File: src/rtl/fpu_issue_if.sv
// fpu_issue_if: request, unit and result channels of the FPU issue stage.
// The slave modport is the issue block; the master modport is its environment
// (requester, arithmetic unit and result consumer).
`timescale 1ns/1ps
interface fpu_issue_if;
   logic        req_valid;
   logic        req_ready;
   logic [31:0] req_a;
   logic [31:0] req_b;
   logic [1:0]  req_op;
   logic        dispatch;
   logic [31:0] a;
   logic [31:0] b;
   logic [1:0]  op;
   logic        done;
   logic [31:0] q;
   logic        res_valid;
   logic        res_ready;
   logic [31:0] res_q;
   logic [1:0]  res_op;
   logic        res_err;

   modport slave (
      input  req_valid, req_a, req_b, req_op, done, q, res_ready,
      output req_ready, dispatch, a, b, op, res_valid, res_q, res_op, res_err
   );

   modport master (
      output req_valid, req_a, req_b, req_op, done, q, res_ready,
      input  req_ready, dispatch, a, b, op, res_valid, res_q, res_op, res_err
   );
endinterface

File: src/rtl/fpu_issue.sv
// fpu_issue: queues FPU requests, issues them one at a time to a multi-cycle
// unit and returns results in order through a single result register.
// Optional watchdog: define FPU_ISSUE_TIMEOUT_EN to complete a stuck operation
// after TIMEOUT wait cycles with a quiet NaN and res_err set.
`timescale 1ns/1ps
module fpu_issue #(
   parameter int DEPTH   = 4,
   parameter int TIMEOUT = 64
) (
   input logic        clk,
   input logic        rst_n,
   fpu_issue_if.slave bus
);
   localparam int          PW   = $clog2(DEPTH);
   localparam logic [PW:0] FULL = (PW + 1)'(DEPTH);

   if (DEPTH < 2 || (DEPTH & (DEPTH - 1)) != 0 || TIMEOUT < 1) begin : g_param_check
      $error("fpu_issue: DEPTH must be a power of two >= 2 and TIMEOUT >= 1");
   end

   typedef enum logic [1:0] {
      IDLE  = 2'd0,
      ISSUE = 2'd1,
      WAIT  = 2'd2
   } state_t;

   state_t state;
   state_t state_next;

   logic [31:0]   mem_a  [DEPTH];
   logic [31:0]   mem_b  [DEPTH];
   logic [1:0]    mem_op [DEPTH];
   logic [PW-1:0] wr_ptr;
   logic [PW-1:0] rd_ptr;
   logic [PW:0]   count;

   logic [31:0] a_r;
   logic [31:0] b_r;
   logic [1:0]  op_r;
   logic        res_valid_r;
   logic [31:0] res_q_r;
   logic [1:0]  res_op_r;

   logic push;
   logic pop;
   logic accept;
   logic expired;

   // The queue refuses requests while reset is held so nothing is lost.
   assign bus.req_ready = rst_n & (count < FULL);
   assign push          = bus.req_valid & bus.req_ready;
   // Only issue when the result slot is free now or is being freed this cycle.
   assign pop           = (state == IDLE) && (count != '0) && (!res_valid_r || bus.res_ready);
   assign accept        = (state == WAIT) && bus.done;

   assign bus.dispatch  = (state == ISSUE);
   assign bus.a         = a_r;
   assign bus.b         = b_r;
   assign bus.op        = op_r;
   assign bus.res_valid = res_valid_r;
   assign bus.res_q     = res_q_r;
   assign bus.res_op    = res_op_r;

`ifdef FPU_ISSUE_TIMEOUT_EN
   localparam int TW = $clog2(TIMEOUT + 1);

   logic [TW-1:0] wait_cnt;
   logic          res_err_r;

   // A missing done on the last allowed wait cycle ends the operation.
   assign expired     = (state == WAIT) && !bus.done && (wait_cnt == TW'(TIMEOUT - 1));
   assign bus.res_err = res_err_r;

   // Wait-cycle counter: restarts on every issue, counts while waiting.
   always_ff @(posedge clk or negedge rst_n) begin
      if (!rst_n) begin
         wait_cnt <= '0;
      end else if (state == ISSUE) begin
         wait_cnt <= '0;
      end else if (state == WAIT) begin
         wait_cnt <= wait_cnt + TW'(1);
      end
   end

   // Error flag travels with the result it describes.
   always_ff @(posedge clk or negedge rst_n) begin
      if (!rst_n) begin
         res_err_r <= 1'b0;
      end else if (accept) begin
         res_err_r <= 1'b0;
      end else if (expired) begin
         res_err_r <= 1'b1;
      end
   end
`else
   assign expired     = 1'b0;
   assign bus.res_err = 1'b0;
`endif

   // Queue storage needs no reset: entries are only read after being written.
   always_ff @(posedge clk) begin
      if (push) begin
         mem_a[wr_ptr]  <= bus.req_a;
         mem_b[wr_ptr]  <= bus.req_b;
         mem_op[wr_ptr] <= bus.req_op;
      end
   end

   // Queue pointers wrap naturally because DEPTH is a power of two.
   always_ff @(posedge clk or negedge rst_n) begin
      if (!rst_n) begin
         wr_ptr <= '0;
         rd_ptr <= '0;
         count  <= '0;
      end else begin
         if (push) begin
            wr_ptr <= wr_ptr + PW'(1);
         end
         if (pop) begin
            rd_ptr <= rd_ptr + PW'(1);
         end
         case ({push, pop})
            2'b10:   count <= count + (PW + 1)'(1);
            2'b01:   count <= count - (PW + 1)'(1);
            default: ;
         endcase
      end
   end

   // Operands are captured as the head leaves the queue and held until completion.
   always_ff @(posedge clk or negedge rst_n) begin
      if (!rst_n) begin
         a_r  <= '0;
         b_r  <= '0;
         op_r <= '0;
      end else if (pop) begin
         a_r  <= mem_a[rd_ptr];
         b_r  <= mem_b[rd_ptr];
         op_r <= mem_op[rd_ptr];
      end
   end

   // Result register: loaded on completion, emptied when the consumer takes it.
   always_ff @(posedge clk or negedge rst_n) begin
      if (!rst_n) begin
         res_valid_r <= 1'b0;
         res_q_r     <= '0;
         res_op_r    <= '0;
      end else if (accept) begin
         res_valid_r <= 1'b1;
         res_q_r     <= bus.q;
         res_op_r    <= op_r;
      end else if (expired) begin
         res_valid_r <= 1'b1;
         res_q_r     <= 32'h7fc0_0000;
         res_op_r    <= op_r;
      end else if (res_valid_r && bus.res_ready) begin
         res_valid_r <= 1'b0;
      end
   end

   // Issue state register.
   always_ff @(posedge clk or negedge rst_n) begin
      if (!rst_n) begin
         state <= IDLE;
      end else begin
         state <= state_next;
      end
   end

   // Issue sequencing: one start cycle, then wait for the unit (or the watchdog).
   always_comb begin
      state_next = state;
      case (state)
         IDLE:    if (pop) state_next = ISSUE;
         ISSUE:   state_next = WAIT;
         WAIT:    if (accept || expired) state_next = IDLE;
         default: state_next = IDLE;
      endcase
   end
endmodule

File: src/flat_wrapper.sv
// flat-port wrapper written by rule: the top's interface ports become plain ports
module fpu_issue_flat 
#(
   parameter int DEPTH   = 4,
   parameter int TIMEOUT = 64
)
  (clk, rst_n, bus_req_valid, bus_req_a, bus_req_b, bus_req_op, bus_done, bus_q, bus_res_ready, bus_req_ready, bus_dispatch, bus_a, bus_b, bus_op, bus_res_valid, bus_res_q, bus_res_op, bus_res_err);
  fpu_issue_if bus_i ();
  input logic clk;
  input logic rst_n;
  input wire logic [$bits(bus_i.req_valid)-1:0] bus_req_valid;
  input wire logic [$bits(bus_i.req_a)-1:0] bus_req_a;
  input wire logic [$bits(bus_i.req_b)-1:0] bus_req_b;
  input wire logic [$bits(bus_i.req_op)-1:0] bus_req_op;
  input wire logic [$bits(bus_i.done)-1:0] bus_done;
  input wire logic [$bits(bus_i.q)-1:0] bus_q;
  input wire logic [$bits(bus_i.res_ready)-1:0] bus_res_ready;
  output wire logic [$bits(bus_i.req_ready)-1:0] bus_req_ready;
  output wire logic [$bits(bus_i.dispatch)-1:0] bus_dispatch;
  output wire logic [$bits(bus_i.a)-1:0] bus_a;
  output wire logic [$bits(bus_i.b)-1:0] bus_b;
  output wire logic [$bits(bus_i.op)-1:0] bus_op;
  output wire logic [$bits(bus_i.res_valid)-1:0] bus_res_valid;
  output wire logic [$bits(bus_i.res_q)-1:0] bus_res_q;
  output wire logic [$bits(bus_i.res_op)-1:0] bus_res_op;
  output wire logic [$bits(bus_i.res_err)-1:0] bus_res_err;
  assign bus_i.req_valid = bus_req_valid;
  assign bus_i.req_a = bus_req_a;
  assign bus_i.req_b = bus_req_b;
  assign bus_i.req_op = bus_req_op;
  assign bus_i.done = bus_done;
  assign bus_i.q = bus_q;
  assign bus_i.res_ready = bus_res_ready;
  assign bus_req_ready = bus_i.req_ready;
  assign bus_dispatch = bus_i.dispatch;
  assign bus_a = bus_i.a;
  assign bus_b = bus_i.b;
  assign bus_op = bus_i.op;
  assign bus_res_valid = bus_i.res_valid;
  assign bus_res_q = bus_i.res_q;
  assign bus_res_op = bus_i.res_op;
  assign bus_res_err = bus_i.res_err;
  fpu_issue #(.DEPTH(DEPTH), .TIMEOUT(TIMEOUT)) u_core (.clk(clk), .rst_n(rst_n), .bus(bus_i));
endmodule
File: config.mk
export PLATFORM = sky130hd
export DESIGN_NAME = fpu_issue_flat
export DESIGN_NICKNAME = d
export VERILOG_FILES = /design/src/rtl/fpu_issue_if.sv /design/src/rtl/fpu_issue.sv /design/src/flat_wrapper.sv
export SDC_FILE = /design/constraint.sdc
export NUM_CORES = 1
export LEC_CHECK = 0
export ABC_AREA = 1
export BUFFER_PORTS_ARGS = -buffer_cell sky130_fd_sc_hd__buf_2
export CORE_MARGIN = 2
export CORE_UTILIZATION = 35
export CTS_BUF_LIST = sky130_fd_sc_hd__clkbuf_4 sky130_fd_sc_hd__clkbuf_8 sky130_fd_sc_hd__clkbuf_16
export CTS_CLUSTER_DIAMETER = 200
export DETAILED_ROUTE_END_ITERATION = 8
export PLACE_DENSITY_LB_ADDON = 0.2
export SYNTH_ARGS = -nofsm -noshare
export SYNTH_HDL_FRONTEND = slang
export SYNTH_SLANG_ARGS = --single-unit
File: constraint.sdc
create_clock -name clk -period 3.73 [get_ports clk]
set_input_delay 0.1865 -clock clk [delete_from_list [all_inputs] [get_ports clk]]
set_output_delay 0.1865 -clock clk [all_outputs]
set_load 0.03 [all_outputs]
# ---- Word-level counts from Yosys, hierarchy flattened
# Memories as Yosys holds them, arrays and structs flattened. A register that Yosys moved wholly into a read port is not among the register bits.
# Cells that the tools add are included.
dict set report word_totals {
  reg_bits 44
  latchBits 0
  ram_bits 264
  mem_bits_ro 0
  input_bits 103
  output_inout_bits 104
  elab_cells 45
  n_memories 3
}
dict set report classes {
  addsub 4
  mul 0
  div_mod_pow 0
  n_lt_le_gt_ge 1
  eq_ne 6
  n_shift 0
  muxes 8
  bitwise 2
  reduce_logical 14
}
# name depth word_bits read_ports rd_clocked_by_memory_dff wr line_no
set memory_table {}
lappend memory_table {u_core.mem_a 4 32 1 1 1 fpu_issue.sv:30} ;# logic [31:0] mem_a [DEPTH];
lappend memory_table {u_core.mem_b 4 32 1 1 1 fpu_issue.sv:31} ;# logic [31:0] mem_b [DEPTH];
lappend memory_table {u_core.mem_op 4 2 1 1 1 fpu_issue.sv:32} ;# logic [1:0] mem_op [DEPTH];
# operator n
set ops {}
lappend ops {{$pmux 2 s3} 1}
lappend ops {{$pmux 3 s2} 1}
lappend ops {{$add 2x1->2 const B} 2}
lappend ops {{$eq 2x1->1 const B} 2}
lappend ops {{$eq 2x2->1 const B} 2}
lappend ops {{$logic_and 1x1->1} 4}
lappend ops {{$logic_not 1->1} 4}
lappend ops {{$mux 1} 4}
lappend ops {{$mux 2} 2}
lappend ops {{$ne 2x1->1 const B} 2}
lappend ops {{$reduce_bool 2->1} 2}
lappend ops {{$add 3x1->3 const B} 1}
lappend ops {{$lt 3x3->1 const B} 1}
lappend ops {{$reduce_bool 3->1} 1}
lappend ops {{$sub 3x1->3 const B} 1}
lappend ops {{$and 1x1->1} 2}
lappend ops {{$logic_not 2->1} 1}
lappend ops {{$reduce_and 2->1} 1}
lappend ops {{$logic_or 1x1->1} 1}

# ---- Depth between registers and ports, before layout
# Gate-level depths: netlist (run 1).
dict set report logic_depth {
  depth_word 5
  ltp_mapped 12
  depth_no_buf 11
}

# ---- Worst setup path after synthesis (run 1)
# OpenSTA, ideal clock, no wires.
dict set report synth_timing {
  kind {register to register}
  startpoint {register u_core.count[2]}
  endpoint {memory u_core.mem_a[0][0] (enable)}
  t_arrival_ps 3973
  required_ps 3239
  setup_slack_ps -734
  stages_incl_launch_ff 4
  n_path_buf 0
  path_cell_list {dfrtp_1 nor2_1 nand2_1 nor2_1}
}
dict set report synth_via {
  elab_chain_cells 5
}
# element line_no
set synth_rtl {}
lappend synth_rtl {{start: declaration} fpu_issue.sv:35} ;# logic [PW:0] count;
lappend synth_rtl {{start signal: assignment} fpu_issue.sv:123} ;# 2'b10: count <= count + (PW + 1)'(1);
lappend synth_rtl {{start signal: assignment} fpu_issue.sv:124} ;# 2'b01: count <= count - (PW + 1)'(1);
lappend synth_rtl {{$lt 3x3->1} fpu_issue.sv:50} ;# assign bus.req_ready = rst_n & (count < FULL);
lappend synth_rtl {{$and 1x1->1} fpu_issue.sv:50}
lappend synth_rtl {{named net bus_req_ready} flat_wrapper.sv:18} ;# output wire logic [$bits(bus_i.req_ready)-1:0] bus_req_ready;
lappend synth_rtl {{$and 1x1->1} fpu_issue.sv:51} ;# assign push = bus.req_valid & bus.req_ready;
lappend synth_rtl {{$mux 1} fpu_issue.sv:102} ;# if (push) begin
lappend synth_rtl {{$mux 1 (implied by the code)} fpu_issue.sv:103} ;# mem_a[wr_ptr] <= bus.req_a;
lappend synth_rtl {{end: declaration} fpu_issue.sv:30}
# The timed path passes the listed nets, and every way through them passes these cells.

# ---- Final worst setup path (run 1)
dict set report layout_timing {
  startpoint {input rst_n}
  endpoint {memory u_core.mem_b[3][8] (enable)}
}
dict set report layout_via {
  elab_chain_cells 4
}
# element line_no
set layout_rtl {}
lappend layout_rtl {{start: declaration} flat_wrapper.sv:10} ;# input logic rst_n;
lappend layout_rtl {{$and 1x1->1} fpu_issue.sv:50}
lappend layout_rtl {{$and 1x1->1} fpu_issue.sv:51}
lappend layout_rtl {{$mux 1} fpu_issue.sv:102}
lappend layout_rtl {{$mux 1 (implied by the code)} fpu_issue.sv:104} ;# mem_b[wr_ptr] <= bus.req_b;
lappend layout_rtl {{end: declaration} fpu_issue.sv:31}
# Every way passes these cells.

==> qor.csv, run 1 <==
metric,value,unit
grt_pass1_vias,10461,
finalClockSkew,30.6,ps
timing.final.max_slew_violations,0,
placed_area,17000,um^2
period_minus_slack,2370,ps
rows,76,
areaGrowthSynthToFinish,26.9,%
setup_slack,1360,ps
crit_chain,dlygate4sd3_1 > buf_6 > inv_1 > nor2_1 > nand2_1 > nor2_4 > buf_4,
synth-edff-count,264,
p_per_area,793,nW/um^2
endpoint_kind,flop,
nNetsFinal,1935,
clock_sinks,374,
whs,143,ps
nFillCells,4083,
timing.rr.start,u_core.count[2],
status,finished clean,
tightestPinTransition,1080,ps
clock_latency,570,ps
grt_setup_unrepaired,false,
synth_flop_cell,edfxtp_1,
antenna_found_initial,3,
ys_warn_count,0,
cts_buffers,43,
dp_hpwl,20800,um
wirelength,36400,um
setup-violations-final,0,
grt_use_total,16.2,%
die_h,214,um
fmax,422,MHz
pin_count,207,
startpoint,rst_n,
path_class,primary input to flop,
postRouteAntennaNets,0,
dr.first_iter.drc_count,662,
postCtsHoldBufs,101,
crit_arrival,2550,ps
cts_root_buffer,clkbuf_16,
post_cts_buffers,0,
total_power,15.5,mW
slew-limit-headroom,27.9,%
finalCritPeriodShare,63.6,%
syn_area_per_cell,10.1,um^2
via_per_inst,4.29,
core,43300,um^2
fp.dieW,214,um
tns,0,ps
postSynthCellCount,1522,
wl_per_cell,14.9,um
cts.repair.resized,0,
drive_gt1_share,16.9,%
htree_levels,2,
cpMaxStageDelayCell,buf_4,
die_area,45800,um^2
maxCapViolCount,0,
netlist_area,15400,um^2
ys_ff_latch,374,
num_vias,10504,
ys_async_sr_fraction,29.4,%
grt_first_pass_wirelength,58400,um
synthesis.nets,1631,
leakagePower,9.49,nW
pre_cts_slack,1340,ps
post-route-drc-count,0,
synth_cell_types,25,
cts_tree,built,
place_congestion,0.786,
path_clk_slew,50,ps
min_path_type,primary input to async pin,
start_kind,primary input,
ir_drop,0.504,mV
stdcell_count,2449,
clockBufferDepth,3,
yosysSeqAreaShare,69.3,%
hold_violations,0,
grt_max_degree,79,
worstRegToRegCells,4,
placedCellCount,2265,
required,3900,ps
numPortBuffers,205,
fin_area,19600,um^2
firstDrtPassIters,5,
grt_overflow_total,0,
cp_max_fo,50,
fin_util,45.2,%
start_util,35.6,%
critPathMaxStageDelay,610,ps
synthesized netlist by cell type, drive strengths merged (3+ instances only):
library cell,number,area share [%]
nand2,573,14
clkbuf,20,0.49
inv,315,7.7
nor2,9,0.24
edfxtp,264,51
xnor2,3,0.17
dfrtp,110,18
buf,46,1.9
nand3,134,4.4
ha,5,0.41
o21ai,36,1.2
sequential cells by signal, indices dropped and copies added (netlist names):
signal / flops
u_core.bus.res_q: 32
u_core.mem_a: 128
u_core.mem_b: 128
u_core.bus.a: 32
u_core.mem_op: 8
u_core.state: 2
u_core.bus.b: 32
u_core.count: 3
u_core.bus.res_op: 2
u_core.bus.op: 2
u_core.wr_ptr: 2
u_core.bus.res_valid: 1
u_core.rd_ptr: 2
kinds of logic (layout without fill, tap and decap cells):
kind of cell | Yosys count | after routing | synth area share [%]
compound gates | 38 | 38 | 1.25
xor+xnor | 4 | 4 | 0.227
fa+ha+maj | 6 | 6 | 0.536
buf+inv | 381 | 720 | 10.0
flops | 374 | 374 | 69.3
other cells | 1 | 4 | 0.0243
simple gates | 718 | 718 | 18.7
worst max-delay path, delay by kind of cell:
| kind | cells | cell delay [ps] |
|---|---|---|
| buf+inv | 4 | 1630 |
| simple gates | 3 | 690 |
layout by cell type (no fill, tap or decap), types with 8 or more instances in the layout:
| cell type | count |
|---|---|
| dlygate4sd3_1 | 101 |
| clkinv_2 | 8 |
| clkbuf_4 | 10 |
| inv_1 | 312 |
| nand2_1 | 573 |
| nand3_1 | 132 |
| dfrtp_1 | 108 |
| edfxtp_1 | 264 |
| buf_2 | 204 |
| clkbuf_16 | 43 |
| buf_4 | 19 |
| clkbuf_8 | 9 |
| o21ai_0 | 35 |
power breakdown:
group          total [mW]  leakage (nW)  switching, mW  internal [mW]
clock network        4.42         0.768           1.68           2.74
registers            5.68          3.75          0.364           5.31
logic                5.43          4.98           3.92           1.51
layer usage:
metal  GRT usage (%)  share of wire, %
met1            21.3                47
met5               0                 0
met2            26.9                47
met4            3.89               1.7
met3            3.82               4.7
path summary, 6_finish.rpt:
kind / slack, ps / endpoint
min in group clk: 340 / u_core.wr_ptr[1]
max in group asynchronous: 2220 / u_core.rd_ptr[0]
setup reg to reg: 1610 / u_core.mem_b[3][8]
hold reg to reg: 470 / u_core.bus.b[1]
hold / removal: 140 / u_core.bus.res_q[4]
setup / recovery: 1360 / u_core.mem_b[3][8]
cell type report:
cell class	instances	area [um^2]	area share, %
clock inverters	18	262	1.34
multi-input cells	767	3230	16.5
clock buffers	62	1270	6.51
flip-flops and latches	374	10700	54.6
repair buffers	325	2190	11.2
diodes	3	7.51	0.0384
inverters	315	1190	6.07
well taps	585	732	3.74
No activity file was read; power rests on OpenSTA's default activity.
==> inputs of run 2 (changes only) <==
clock period = 2 ns   (was 3.73 ns; I/O delays follow)
==> qor.csv, run 2 (synthesized netlist as in run 1, its figures left out) <==
metric,value,unit
fmax,539,MHz
fin_area,19700,um^2
min_from,bus_req_valid,
endpoint_kind,flop,
postRouteAntennaNets,0,
grt_use_total,16.7,%
wl_per_cell,15.2,um
htree_levels,2,
antenna_found_initial,4,
clockBufferDepth,3,
grt_overflow_total,0,
finalCritPeriodShare,92.8,%
hold_violations,0,
drive_gt1_share,17.0,%
dp_hpwl,20500,um
pin_count,207,
ff2ff_setup_slack,140,ps
mostFrequentLayoutCell,nand2_1,
p_per_area,1460,nW/um^2
rows,76,
dr.first_iter.drc_count,598,
clock_sinks,374,
start_util,35.6,%
nFillCells,4008,
numPortBuffers,205,
path_common_cell,nand2_1,
required,2430,ps
reg_top3,"u_core.mem_a x128, u_core.mem_b x128",
via_per_inst,4.32,
hold-path-endpoint,u_core.count[0],
grt_max_degree,111,
p_sw,11.2,mW
ir_drop,1.35,mV
maxCapViolCount,0,
place_congestion,0.748,
tightestPinTransition,704,ps
wirelength,37300,um
post-route-drc-count,0,
status,finished clean,
whs,44.0,ps
num_vias,10617,
start_kind,flop,
leakagePower,9.54,nW
firstDrtPassIters,5,
die_h,214,um
cts_tree,built,
timing.rr.start,u_core.count[2],
clockPowerShare,26.6,%
cp_max_fo,3,
min_path_type,primary input to flop,
final_cell_mix,"nand2_1, inv_1, edfxtp_1",
path_class,flop to flop,
grt_setup_unrepaired,false,
cts_root_buffer,clkbuf_16,
p_sw_share,38.6,%
crit_arrival,2290,ps
grt_first_pass_wirelength,60000,um
grt_pass1_vias,10735,
setup_slack,143,ps
die_area,45800,um^2
path_clk_slew,60,ps
crit_chain,nor2_1 > nand2_1 > nand3_4 > clkinv_2 > ha_1 > inv_1 > fa_1 > nand2_1 > nand3b_1 > xnor2_1,
slew-limit-headroom,53.1,%
areaGrowthSynthToFinish,27.9,%
setup-violations-final,0,
multi_input_area,3250,um^2
worstRegToRegCells,10,
comb_power_share,36.6,%
period_minus_slack,1860,ps
finalClockSkew,12.5,ps
seq_area,10700,um^2
worstReg2RegEnd,u_core.count[2],
cpMaxStageDelayCell,fa_1,
critPathMaxStageDelay,450,ps
cts_buffers,42,
nNetsFinal,1944,
clock_latency,540,ps
seqPwrFrac,36.8,%
placed_area,17300,um^2
timing.final.max_slew_violations,0,
min_path_cells,4,
core,43300,um^2
intPower,17.7,mW
fp.dieW,214,um
pre_cts_slack,139,ps
run 2: cell count changes in the layout (fill, tap and decap cells not counted), sizes merged:
| cell | previous run | this run |
|---|---|---|
| buf | 224 | 234 |
| clkbuf | 62 | 56 |
| bufinv | 5 | 3 |
| clkinv | 12 | 17 |
| inv | 315 | 313 |
| clkinvlp | 1 | 2 |
run 2: power groups by stage:
stage          sequential [mW]  combinational, mW  clock, mW
6_report                  10.6               10.6       7.69
5_1_grt                   10.8               11.9       8.24
4_1_cts                   10.6               10.8       7.95
3_5_place_dp              10.8               10.6          0
3_3_place_gp              10.8               10.5          0
2_1_floorplan             12.6               5.32          0
run 2: layer usage:
metal,vias up,track usage (%),part of all wire [%]
met1,5007,22.0,46
met3,56,3.82,5.2
met2,226,27.8,47
li1,5326,-,-
met4,2,4.08,1.7
met5,-,0,0.030
run 2: area by class of cell:
cell class	count	area share, %
tap	585	3.71
timing repair buffer	335	12.5
antenna	3	0.0381
inverter	315	6.02
multi-input combinational	767	16.5
clock buffer	56	6.19
clock inverter	20	0.856
sequential	374	54.2
run 2: worst max path at each step:
| stage | startpoint | to | slack [ps] | cells past startpoint |
|---|---|---|---|---|
| after floorplan | u_core.count[2] | u_core.mem_a[0][0] | -230 | 3 |
| after global placement | u_core.count[2] | u_core.bus.b[5] | 160 | 7 |
| after detailed placement | u_core.count[2] | u_core.bus.b[6] | 140 | 7 |
| after CTS | u_core.count[2] | u_core.bus.b[5] | 100 | 7 |
| after global routing | u_core.count[2] | u_core.count[2] | 20 | 10 |
| final | u_core.count[2] | u_core.count[2] | 140 | 10 |
run 2: timing repair:
action | in CTS | in global routing
setup endpoints to repair | 0 | 10
setup buffers | 0 | 0
hold buffers | 101 | 0
resized for setup | 0 | 2
endpoints found under the hold margin | 409 | 0
run 2: critical path, delay by kind of cell (launching register included):
family / cells / cell delay (ps)
flops: 1 / 430
simple gates: 5 / 440
fa+ha+maj: 2 / 610
buf+inv: 2 / 140
xor+xnor: 1 / 130
run 2: stage by stage:
stage	power [mW]	std cells	setup TNS [ps]	utilization [%]
global route	30.9	2455	0	45.6
finish	28.9	2455	0	45.6
global placement	21.2	2275	0	40.0
floorplan	17.9	1522	-56990	-
detailed placement	21.4	2275	0	40.0
CTS	29.4	2452	0	45.6
